--- src/rtl/axi_rd_if.sv ---
// rtl/axi_rd_if.sv - AXI-lite read-channel (AR + R) bundle
interface axi_rd_if #(
    parameter int ADDR_W = 64,
    parameter int DATA_W = 64
);
    logic              arvalid;
    logic              arready;
    logic [ADDR_W-1:0] araddr;
    logic              rvalid;
    logic              rready;
    logic [1:0]        rresp;
    logic [DATA_W-1:0] rdata;

    // Requester side: issues addresses, consumes read data.
    modport master (
        output arvalid, araddr, rready,
        input  arready, rvalid, rresp, rdata
    );

    // Responder side: accepts addresses, returns read data.
    modport slave (
        input  arvalid, araddr, rready,
        output arready, rvalid, rresp, rdata
    );
endinterface

--- src/rtl/axi_rd_arbiter.sv ---
// rtl/axi_rd_arbiter.sv - two-master round-robin AXI-lite read arbiter with in-order R routing
module axi_rd_arbiter #(
    parameter int ADDR_W  = 64,
    parameter int DATA_W  = 64,
    parameter int OT_LOG2 = 2
) (
    input  logic      clk,
    input  logic      rst_n,
    axi_rd_if.slave   m0,
    axi_rd_if.slave   m1,
    axi_rd_if.master  s
);
    localparam int DEPTH = 1 << OT_LOG2;
    localparam int CNT_W = OT_LOG2 + 1;

    typedef enum logic {
        IDLE = 1'b0,
        LOCK = 1'b1
    } ar_state_e;

    ar_state_e           state_q, state_d;
    logic                lock_q, lock_d;
    logic                rr_last_q;
    logic [CNT_W-1:0]    ot_cnt_q, ot_cnt_d;
    logic [OT_LOG2-1:0]  wptr_q, rptr_q;
    logic [DEPTH-1:0]    fifo_q;

    logic                gnt, gnt_vld, req;
    logic                full, empty;
    logic                s_arvalid_w, ar_hs;
    logic                head, r_hs;
    logic [ADDR_W-1:0]   sel_araddr;
    logic [DATA_W-1:0]   rdata_w;

    assign full  = (ot_cnt_q == CNT_W'(DEPTH));
    assign empty = (ot_cnt_q == '0);

    // Grant selection and AR FSM next state; LOCK pins the grant until the slave accepts.
    always_comb begin
        gnt     = 1'b0;
        gnt_vld = 1'b0;
        state_d = state_q;
        lock_d  = lock_q;
        case (state_q)
            IDLE: begin
                gnt_vld = m0.arvalid | m1.arvalid;
                gnt     = (m0.arvalid & m1.arvalid) ? ~rr_last_q : m1.arvalid;
            end
            LOCK: begin
                gnt_vld = 1'b1;
                gnt     = lock_q;
            end
            default: ;
        endcase
        req         = gnt ? m1.arvalid : m0.arvalid;
        s_arvalid_w = gnt_vld & req & ~full;
        ar_hs       = s_arvalid_w & s.arready;
        case (state_q)
            IDLE: begin
                if (s_arvalid_w && !s.arready) begin
                    state_d = LOCK;
                    lock_d  = gnt;
                end
            end
            LOCK: begin
                if (ar_hs) begin
                    state_d = IDLE;
                end
            end
            default: state_d = IDLE;
        endcase
    end

    assign sel_araddr = gnt ? m1.araddr : m0.araddr;
    assign s.arvalid  = s_arvalid_w;
    assign s.araddr   = sel_araddr;
    assign m0.arready = s_arvalid_w & ~gnt & s.arready;
    assign m1.arready = s_arvalid_w &  gnt & s.arready;

    // R beats belong to whoever issued the oldest outstanding AR.
    assign head       = fifo_q[rptr_q];
    assign r_hs       = s.rvalid & s.rready;
    assign rdata_w    = s.rdata;
    assign s.rready   = ~empty & (head ? m1.rready : m0.rready);
    assign m0.rvalid  = ~empty & ~head & s.rvalid;
    assign m1.rvalid  = ~empty &  head & s.rvalid;
    assign m0.rresp   = s.rresp;
    assign m1.rresp   = s.rresp;
    assign m0.rdata   = rdata_w;
    assign m1.rdata   = rdata_w;

    // Outstanding count: a simultaneous push and pop leaves it unchanged.
    always_comb begin
        ot_cnt_d = ot_cnt_q;
        if (ar_hs && !r_hs) begin
            ot_cnt_d = ot_cnt_q + CNT_W'(1);
        end else if (!ar_hs && r_hs) begin
            ot_cnt_d = ot_cnt_q - CNT_W'(1);
        end
    end

    // State, round-robin history and order FIFO registers.
    always_ff @(posedge clk or negedge rst_n) begin
        if (!rst_n) begin
            state_q   <= IDLE;
            lock_q    <= 1'b0;
            rr_last_q <= 1'b1;
            ot_cnt_q  <= '0;
            wptr_q    <= '0;
            rptr_q    <= '0;
            fifo_q    <= '0;
        end else begin
            state_q  <= state_d;
            lock_q   <= lock_d;
            ot_cnt_q <= ot_cnt_d;
            if (ar_hs) begin
                fifo_q[wptr_q] <= gnt;
                wptr_q         <= wptr_q + 1'b1;
                rr_last_q      <= gnt;
            end
            if (r_hs) begin
                rptr_q <= rptr_q + 1'b1;
            end
        end
    end
endmodule

--- src/flat_wrapper.sv ---
// flat-port wrapper written by rule: the top's interface ports become plain ports
module axi_rd_arbiter_flat 
#(
    parameter int ADDR_W  = 64,
    parameter int DATA_W  = 64,
    parameter int OT_LOG2 = 2
)
  (clk, rst_n, m0_arvalid, m0_araddr, m0_rready, m0_arready, m0_rvalid, m0_rresp, m0_rdata, m1_arvalid, m1_araddr, m1_rready, m1_arready, m1_rvalid, m1_rresp, m1_rdata, s_arvalid, s_araddr, s_rready, s_arready, s_rvalid, s_rresp, s_rdata);
  axi_rd_if #(.ADDR_W(ADDR_W), .DATA_W(DATA_W)) m0_i ();
  axi_rd_if #(.ADDR_W(ADDR_W), .DATA_W(DATA_W)) m1_i ();
  axi_rd_if #(.ADDR_W(ADDR_W), .DATA_W(DATA_W)) s_i ();
  input  logic clk;
  input  logic rst_n;
  input wire logic [$bits(m0_i.arvalid)-1:0] m0_arvalid;
  input wire logic [$bits(m0_i.araddr)-1:0] m0_araddr;
  input wire logic [$bits(m0_i.rready)-1:0] m0_rready;
  output wire logic [$bits(m0_i.arready)-1:0] m0_arready;
  output wire logic [$bits(m0_i.rvalid)-1:0] m0_rvalid;
  output wire logic [$bits(m0_i.rresp)-1:0] m0_rresp;
  output wire logic [$bits(m0_i.rdata)-1:0] m0_rdata;
  input wire logic [$bits(m1_i.arvalid)-1:0] m1_arvalid;
  input wire logic [$bits(m1_i.araddr)-1:0] m1_araddr;
  input wire logic [$bits(m1_i.rready)-1:0] m1_rready;
  output wire logic [$bits(m1_i.arready)-1:0] m1_arready;
  output wire logic [$bits(m1_i.rvalid)-1:0] m1_rvalid;
  output wire logic [$bits(m1_i.rresp)-1:0] m1_rresp;
  output wire logic [$bits(m1_i.rdata)-1:0] m1_rdata;
  output wire logic [$bits(s_i.arvalid)-1:0] s_arvalid;
  output wire logic [$bits(s_i.araddr)-1:0] s_araddr;
  output wire logic [$bits(s_i.rready)-1:0] s_rready;
  input wire logic [$bits(s_i.arready)-1:0] s_arready;
  input wire logic [$bits(s_i.rvalid)-1:0] s_rvalid;
  input wire logic [$bits(s_i.rresp)-1:0] s_rresp;
  input wire logic [$bits(s_i.rdata)-1:0] s_rdata;
  assign m0_i.arvalid = m0_arvalid;
  assign m0_i.araddr = m0_araddr;
  assign m0_i.rready = m0_rready;
  assign m0_arready = m0_i.arready;
  assign m0_rvalid = m0_i.rvalid;
  assign m0_rresp = m0_i.rresp;
  assign m0_rdata = m0_i.rdata;
  assign m1_i.arvalid = m1_arvalid;
  assign m1_i.araddr = m1_araddr;
  assign m1_i.rready = m1_rready;
  assign m1_arready = m1_i.arready;
  assign m1_rvalid = m1_i.rvalid;
  assign m1_rresp = m1_i.rresp;
  assign m1_rdata = m1_i.rdata;
  assign s_arvalid = s_i.arvalid;
  assign s_araddr = s_i.araddr;
  assign s_rready = s_i.rready;
  assign s_i.arready = s_arready;
  assign s_i.rvalid = s_rvalid;
  assign s_i.rresp = s_rresp;
  assign s_i.rdata = s_rdata;
  axi_rd_arbiter #(.ADDR_W(ADDR_W), .DATA_W(DATA_W), .OT_LOG2(OT_LOG2)) u_core (.clk(clk), .rst_n(rst_n), .m0(m0_i), .m1(m1_i), .s(s_i));
endmodule
--- config.mk ---
export PLATFORM = sky130hd
export DESIGN_NAME = axi_rd_arbiter_flat
export DESIGN_NICKNAME = d
export VERILOG_FILES = /design/src/rtl/axi_rd_if.sv /design/src/rtl/axi_rd_arbiter.sv /design/src/flat_wrapper.sv
export SDC_FILE = /design/constraint.sdc
export NUM_CORES = 1
export LEC_CHECK = 0
export BUFFER_PORTS_ARGS = -buffer_cell sky130_fd_sc_hd__buf_2
export CORE_AREA = 2 2 159 161
export DETAILED_ROUTE_END_ITERATION = 12
export DIE_AREA = 0 0 161 163
export SLEW_MARGIN = 25
export SYNTH_ARGS = -nofsm -noshare
export SYNTH_HDL_FRONTEND = slang
export SYNTH_SLANG_ARGS = --single-unit
export TNS_END_PERCENT = 100
--- constraint.sdc ---
create_clock -name clk -period 5.6 [get_ports clk]
set_clock_uncertainty 0.1 [all_clocks]
set_input_delay 1.12 -clock clk [delete_from_list [all_inputs] [get_ports clk]]
set_output_delay 1.12 -clock clk [all_outputs]
set_load 0.05 [all_outputs]
# After elaboration in Yosys (flattened, before gate mapping)
# Index checks and enable logic that the tools add are counted.
dict set report totals {
  wordCells 62
  output_inout_bits 202
  register_bits 14
  inputBits 202
}
dict set report classes {
  n_addsub 4
  bitwise_logic 21
  muxes 16
  n_lt_le_gt_ge 3
  n_eq_ne 1
  n_reduce_logical 10
}
# operator n
set ops {}
lappend ops {{64-bit two-way mux} 1}
lappend ops {{1-bit AND} 14}
lappend ops {{1-bit two-way mux} 7}
lappend ops {{2-bit by 3-bit < comparator with 1-bit output (second input constant)} 2}
lappend ops {{3-bit two-way mux} 2}
lappend ops {{1-bit NOT} 6}
lappend ops {{1-bit one-hot mux with 2 select lines} 3}
lappend ops {{2-bit by 1-bit adder with 2-bit output (second input constant)} 2}
lappend ops {{4-bit bitwise mux} 1}
lappend ops {{1-bit logical AND} 4}
lappend ops {{3-bit by 1-bit adder with 3-bit output (second input constant)} 1}
lappend ops {{3-bit equality test (second input constant)} 1}
lappend ops {{1-bit logical NOT} 3}
lappend ops {{3-bit logical NOT} 1}
lappend ops {{3-bit by 1-bit subtractor with 3-bit output (second input constant)} 1}
lappend ops {{1-bit binary-select mux with 2-bit select} 1}
lappend ops {{1-bit demux with 2-bit select} 1}
lappend ops {{2-bit by 1-bit >= comparator with 1-bit output (second input constant)} 1}
lappend ops {{2-bit AND reduction} 1}
lappend ops {{2-bit nonzero test} 1}
lappend ops {{1-bit OR} 1}

# Depth between registers and ports, before layout
dict set report depth {
  word_depth 11
  ltp_mapped 11
  ltp_nobuf 10
}

# Worst setup path after synthesis
# Ideal clock, no wire load.
dict set report synth_timing {
  path_type {input -> output}
  start {input port m0_arvalid}
  end {output port m0_arready}
  path_stages 4
  setup_slack_ps 1320
  arrival_time_ps 3060
  path_buffers 0
  required_time_ps 4380
  path_cell_list {a21bo_1 > a211oi_2 > nand2_1 > nor2_1}
}
dict set report synth_via {
  elab_chain_cells 8
  elab_cells_between_ends 11
  cone_classes {mux (4); bitwise (7)}
}
# item line_no
set synth_lines {}
lappend synth_lines {{start, declared} flat_wrapper.sv:14} ;# input wire logic [$bits(m0_i.arvalid)-1:0] m0_arvalid;
lappend synth_lines {{1-bit AND} axi_rd_arbiter.sv:47} ;# gnt = (m0.arvalid & m1.arvalid) ? ~rr_last_q : m1.arvalid;
lappend synth_lines {{1-bit two-way mux} axi_rd_arbiter.sv:47}
lappend synth_lines {{1-bit one-hot mux with 2 select lines} axi_rd_arbiter.sv:44} ;# case (state_q)
lappend synth_lines {{1-bit two-way mux} axi_rd_arbiter.sv:55} ;# req = gnt ? m1.arvalid : m0.arvalid;
lappend synth_lines {{1-bit AND (*) (2 in series)} axi_rd_arbiter.sv:56} ;# s_arvalid_w = gnt_vld & req & ~full;
lappend synth_lines {{net s_arvalid} flat_wrapper.sv:28} ;# output wire logic [$bits(s_i.arvalid)-1:0] s_arvalid;
lappend synth_lines {{1-bit AND (*) (2 in series)} axi_rd_arbiter.sv:77} ;# assign m0.arready = s_arvalid_w & ~gnt & s.arready;
lappend synth_lines {{end, declared} flat_wrapper.sv:17} ;# output wire logic [$bits(m0_i.arready)-1:0] m0_arready;
# The timed path passes the listed nets; every way through them passes the cells marked *.

# Worst setup path in the final report
dict set report layout_timing {
  start {input port m0_arvalid}
  end {output port s_araddr[13]}
}
dict set report layout_via {
  elab_chain_cells 4
}
# item line_no
set layout_lines {}
lappend layout_lines {{1-bit AND} axi_rd_arbiter.sv:47}
lappend layout_lines {{1-bit two-way mux} axi_rd_arbiter.sv:47}
lappend layout_lines {{1-bit one-hot mux with 2 select lines} axi_rd_arbiter.sv:44}
lappend layout_lines {{64-bit two-way mux} axi_rd_arbiter.sv:74} ;# assign sel_araddr = gnt ? m1.araddr : m0.araddr;
lappend layout_lines {{end, declared} flat_wrapper.sv:29} ;# output wire logic [$bits(s_i.araddr)-1:0] s_araddr;
# No other way between the ends.

==> summary.md <==
| Metric | Value |
|---|---|
| Max-Cap Viols | `0` |
| Ys flop type | `dfrtp_1` |
| Total track usage | `7.05%` |
| Reg2Reg Setup Slack | `2.90 ns` |
| Fin area | `3030 sq um` |
| Drt wl/cell | `14.3 microns` |
| Final ANT Viol Nets | `0` |
| Minimum clock period | `4.12 ns` |
| Root Buffer | `clkbuf_16` |
| CTS Buffer Depth | `2` |
| Crit path to | `s_araddr[13]` |
| Worst Max-Slew Pin Slew | `0.606 ns` |
| Startpoint Class | `primary input` |
| FF-to-FF End | `u_core.ot_cnt_q[2]` |
| Hold Buf Count CTS | `0` |
| Crit Path Category | `primary input to output port` |
| Sequential fraction of the synthesis area | `13.9%` |
| Area grow syn2layout | `20.3%` |
| Number of global-route vias before repair | `2147` |
| Slew Viols, Final | `0` |
| TritonCTS clock tree | `done` |
| Vias per std cell | `3.00` |
| CP endpoint kind | `output port` |
| LEAKAGE | `1.48 nW` |
| Non-Filler Instances | `678` |
| Mean post-synth cell area | `9.10 sq um` |
| Number of distinct library cells after synthesis | `30` |
| GP Congestion | `0.824` |
| Setup TNS | `0 ns` |
| Post-synth top cells | `132 x buf_4, 64 x mux2_1, 13 x dfrtp_1` |
| Drt pass-1 iters | `4` |
| Async SR Flop Fraction | `100%` |
| Number of flops mapped to enable cells by yosys | `0` |
| Initial antenna violation count | `0` |
| Worst hold path startpoint | `u_core.rptr_q[1]` |
| Clock-pin slew on the worst setup and hold paths | `0.05 ns` |
| Slew HR | `59.6%` |
| Cts repair resizes | `0` |
| Number of CTS-inserted buffers | `3` |
| Pin count of the biggest net entering global routing | `44` |
| Count leader, synth | `buf_4` |
| R2r worst-path depth | `10` |
| Yosys top cell area share | `39.3%` |
| Worst Path Arrival | `2.90 ns` |
| Die height | `163 microns` |
| Critical Path Start | `m0_arvalid` |
| Total Wirelength | `9690 microns` |
| Initial Util | `10.2%` |
| Worst setup margin | `1.48 ns` |
| Worst vdd ir | `0.294 mV` |
| Post-synth top area cell | `buf_4` |
| Clk_lat worst skew | `0.24 ns` |
| Clock Sinks | `14` |
| Core area | `24700 sq um` |
| Placed inst area | `2940 sq um` |
| Detailed placer's ending HPWL | `8670 microns` |
| Synthesized cell area | `2520 sq um` |
| Fin crit share | `73.6%` |
| Mapped Nets | `485` |
| Post-Synthesis Cells | `277` |
| Vias | `2033` |
| Max Fclk | `0.242 GHz` |
| Setup violators final | `0` |
| Largest cells by area after synthesis | `buf_4 39%, mux2_1 29%, dfrtp_1 13%, ha_1 2.5%, buf_2 1.4%` |
| Io pins | `404` |
| Die X | `161 microns` |
| Final Hold Vio Count | `0` |
| Layout Nets | `556` |
| Die area | `26200 sq um` |
| PwrDens | `636 nW/um^2` |
| Yosys warns | `0` |
| DRC viols | `0` |
| Status | `finished clean` |
| H-Tree Depth | `1` |
| Crit Path Max Fanout | `43` |
| Grt total ovfl | `0` |
| Inst Count DP | `673` |
| Setup Buffers After CTS | `0` |
| Global-route wire length before repair | `13500 microns` |
| Layout cells sized above 1 | `62.8%` |
| WP data required | `4.38 ns` |
| Core Rows | `58` |
| First DRT Iteration DRCs | `53` |
| Port Buffers | `205` |
| Post-Place Setup Slack | `1.45 ns` |
| HP Class | `register to register` |
| Unrepaired setup endpoints after global routing | `false` |
| Yosys reg bits | `14` |
==> per-layer routing <==
layer  routed length, microns  global-route usage, %
met2                     4570                   12.1
met3                     1220                   2.80
met4                      440                   4.14
met5                       38                   1.14
met1                     3430                   7.26
==> critical path, stage by stage <==
cell	delay, ns
buf_2	0.10
nand2_1	0.05
nand2_1	0.11
o21a_4	0.52
buf_4	0.38
mux2_1	0.37
buf_2	0.22
==> cell families (layout without fill, tap and decap cells) <==
family | count (synthesis) | in the layout | share of synthesized area (%)
mux | 68 | 68 | 30.7
flops | 14 | 14 | 13.9
xor+xnor | 6 | 6 | 2.08
compound gates | 14 | 14 | 3.57
fa+ha+maj | 6 | 6 | 3.28
simple gates | 22 | 22 | 4.17
buf+inv | 147 | 217 | 42.2
other cells | 0 | 1 | 0
==> flip-flops by register name, indices dropped and copies added, names as in the netlist, named ones only <==
| register | count |
|---|---|
| u_core.fifo_q | 4 |
| u_core.ot_cnt_q | 3 |
| u_core.rptr_q | 2 |
| u_core.wptr_q | 2 |
| u_core.lock_q | 1 |
| u_core.rr_last_q | 1 |
==> cell type report <==
type / count / area [sq um]
Fill cell: 2875 / 21600
Antenna cell: 1 / 2.50
Tap cell: 330 / 413
Inverter: 6 / 23.8
Clock buffer: 4 / 88.8
Multi-Input combinational cell: 116 / 1110
Sequential cell: 14 / 352
Timing Repair Buffer: 207 / 1040
==> worst min-delay path by stage <==
stage | cells after the start | endpoint | slack (ns)
floorplan | 1 | u_core.rptr_q[1] | 0.35
global placement | 1 | u_core.rptr_q[1] | 0.37
detailed placement | 1 | u_core.rptr_q[1] | 0.37
CTS | 1 | u_core.rptr_q[1] | 0.38
global route | 1 | u_core.rptr_q[1] | 0.39
finish | 1 | u_core.rptr_q[1] | 0.38
==> power breakdown <==
part	total, mW	internal, mW	switching (mW)
Sequential	0.209	0.158	0.0503
Clock	0.152	0.108	0.0438
Combinational	1.57	0.436	1.13
==> stage by stage <==
step / util, % / hold WS, ns / power (mW)
2_1_floorplan: - / 0.350 / 1.65
3_3_place_gp: 11.9 / 0.372 / 1.79
3_5_place_dp: 11.9 / 0.371 / 1.79
4_1_cts: 12.3 / 0.383 / 1.96
5_1_grt: 12.3 / 0.392 / 2.04
6_report: 12.3 / 0.380 / 1.93
==> cells in the final DEF, fill, tap and decap left out <==
cell type	netlist	final
o21ai_0	1	1
fa_1	1	1
a21bo_1	1	1
nor3b_1	3	3
o21ai_1	1	1
nor2b_1	1	1
inv_1	5	5
buf_4	132	2
or2_4	1	1
clkinv_2	1	1
mux2_2	1	1
dfrtp_1	13	13
xnor2_1	3	3
mux2_1	64	64
o21a_4	0	1
buf_2	7	205
dfstp_2	1	1
xor2_1	3	3
a211oi_2	1	1
ha_1	5	5
nand2_1	6	6
a31oi_1	4	4
diode_2	0	1
mux2i_1	2	2
nor2_1	9	9
nor3_1	1	1
mux4_2	1	1
clkbuf_8	0	1
clkbuf_16	0	3
nand2b_1	1	1
a21oi_1	5	5
Note: power is estimated with default switching activity, not from simulation.
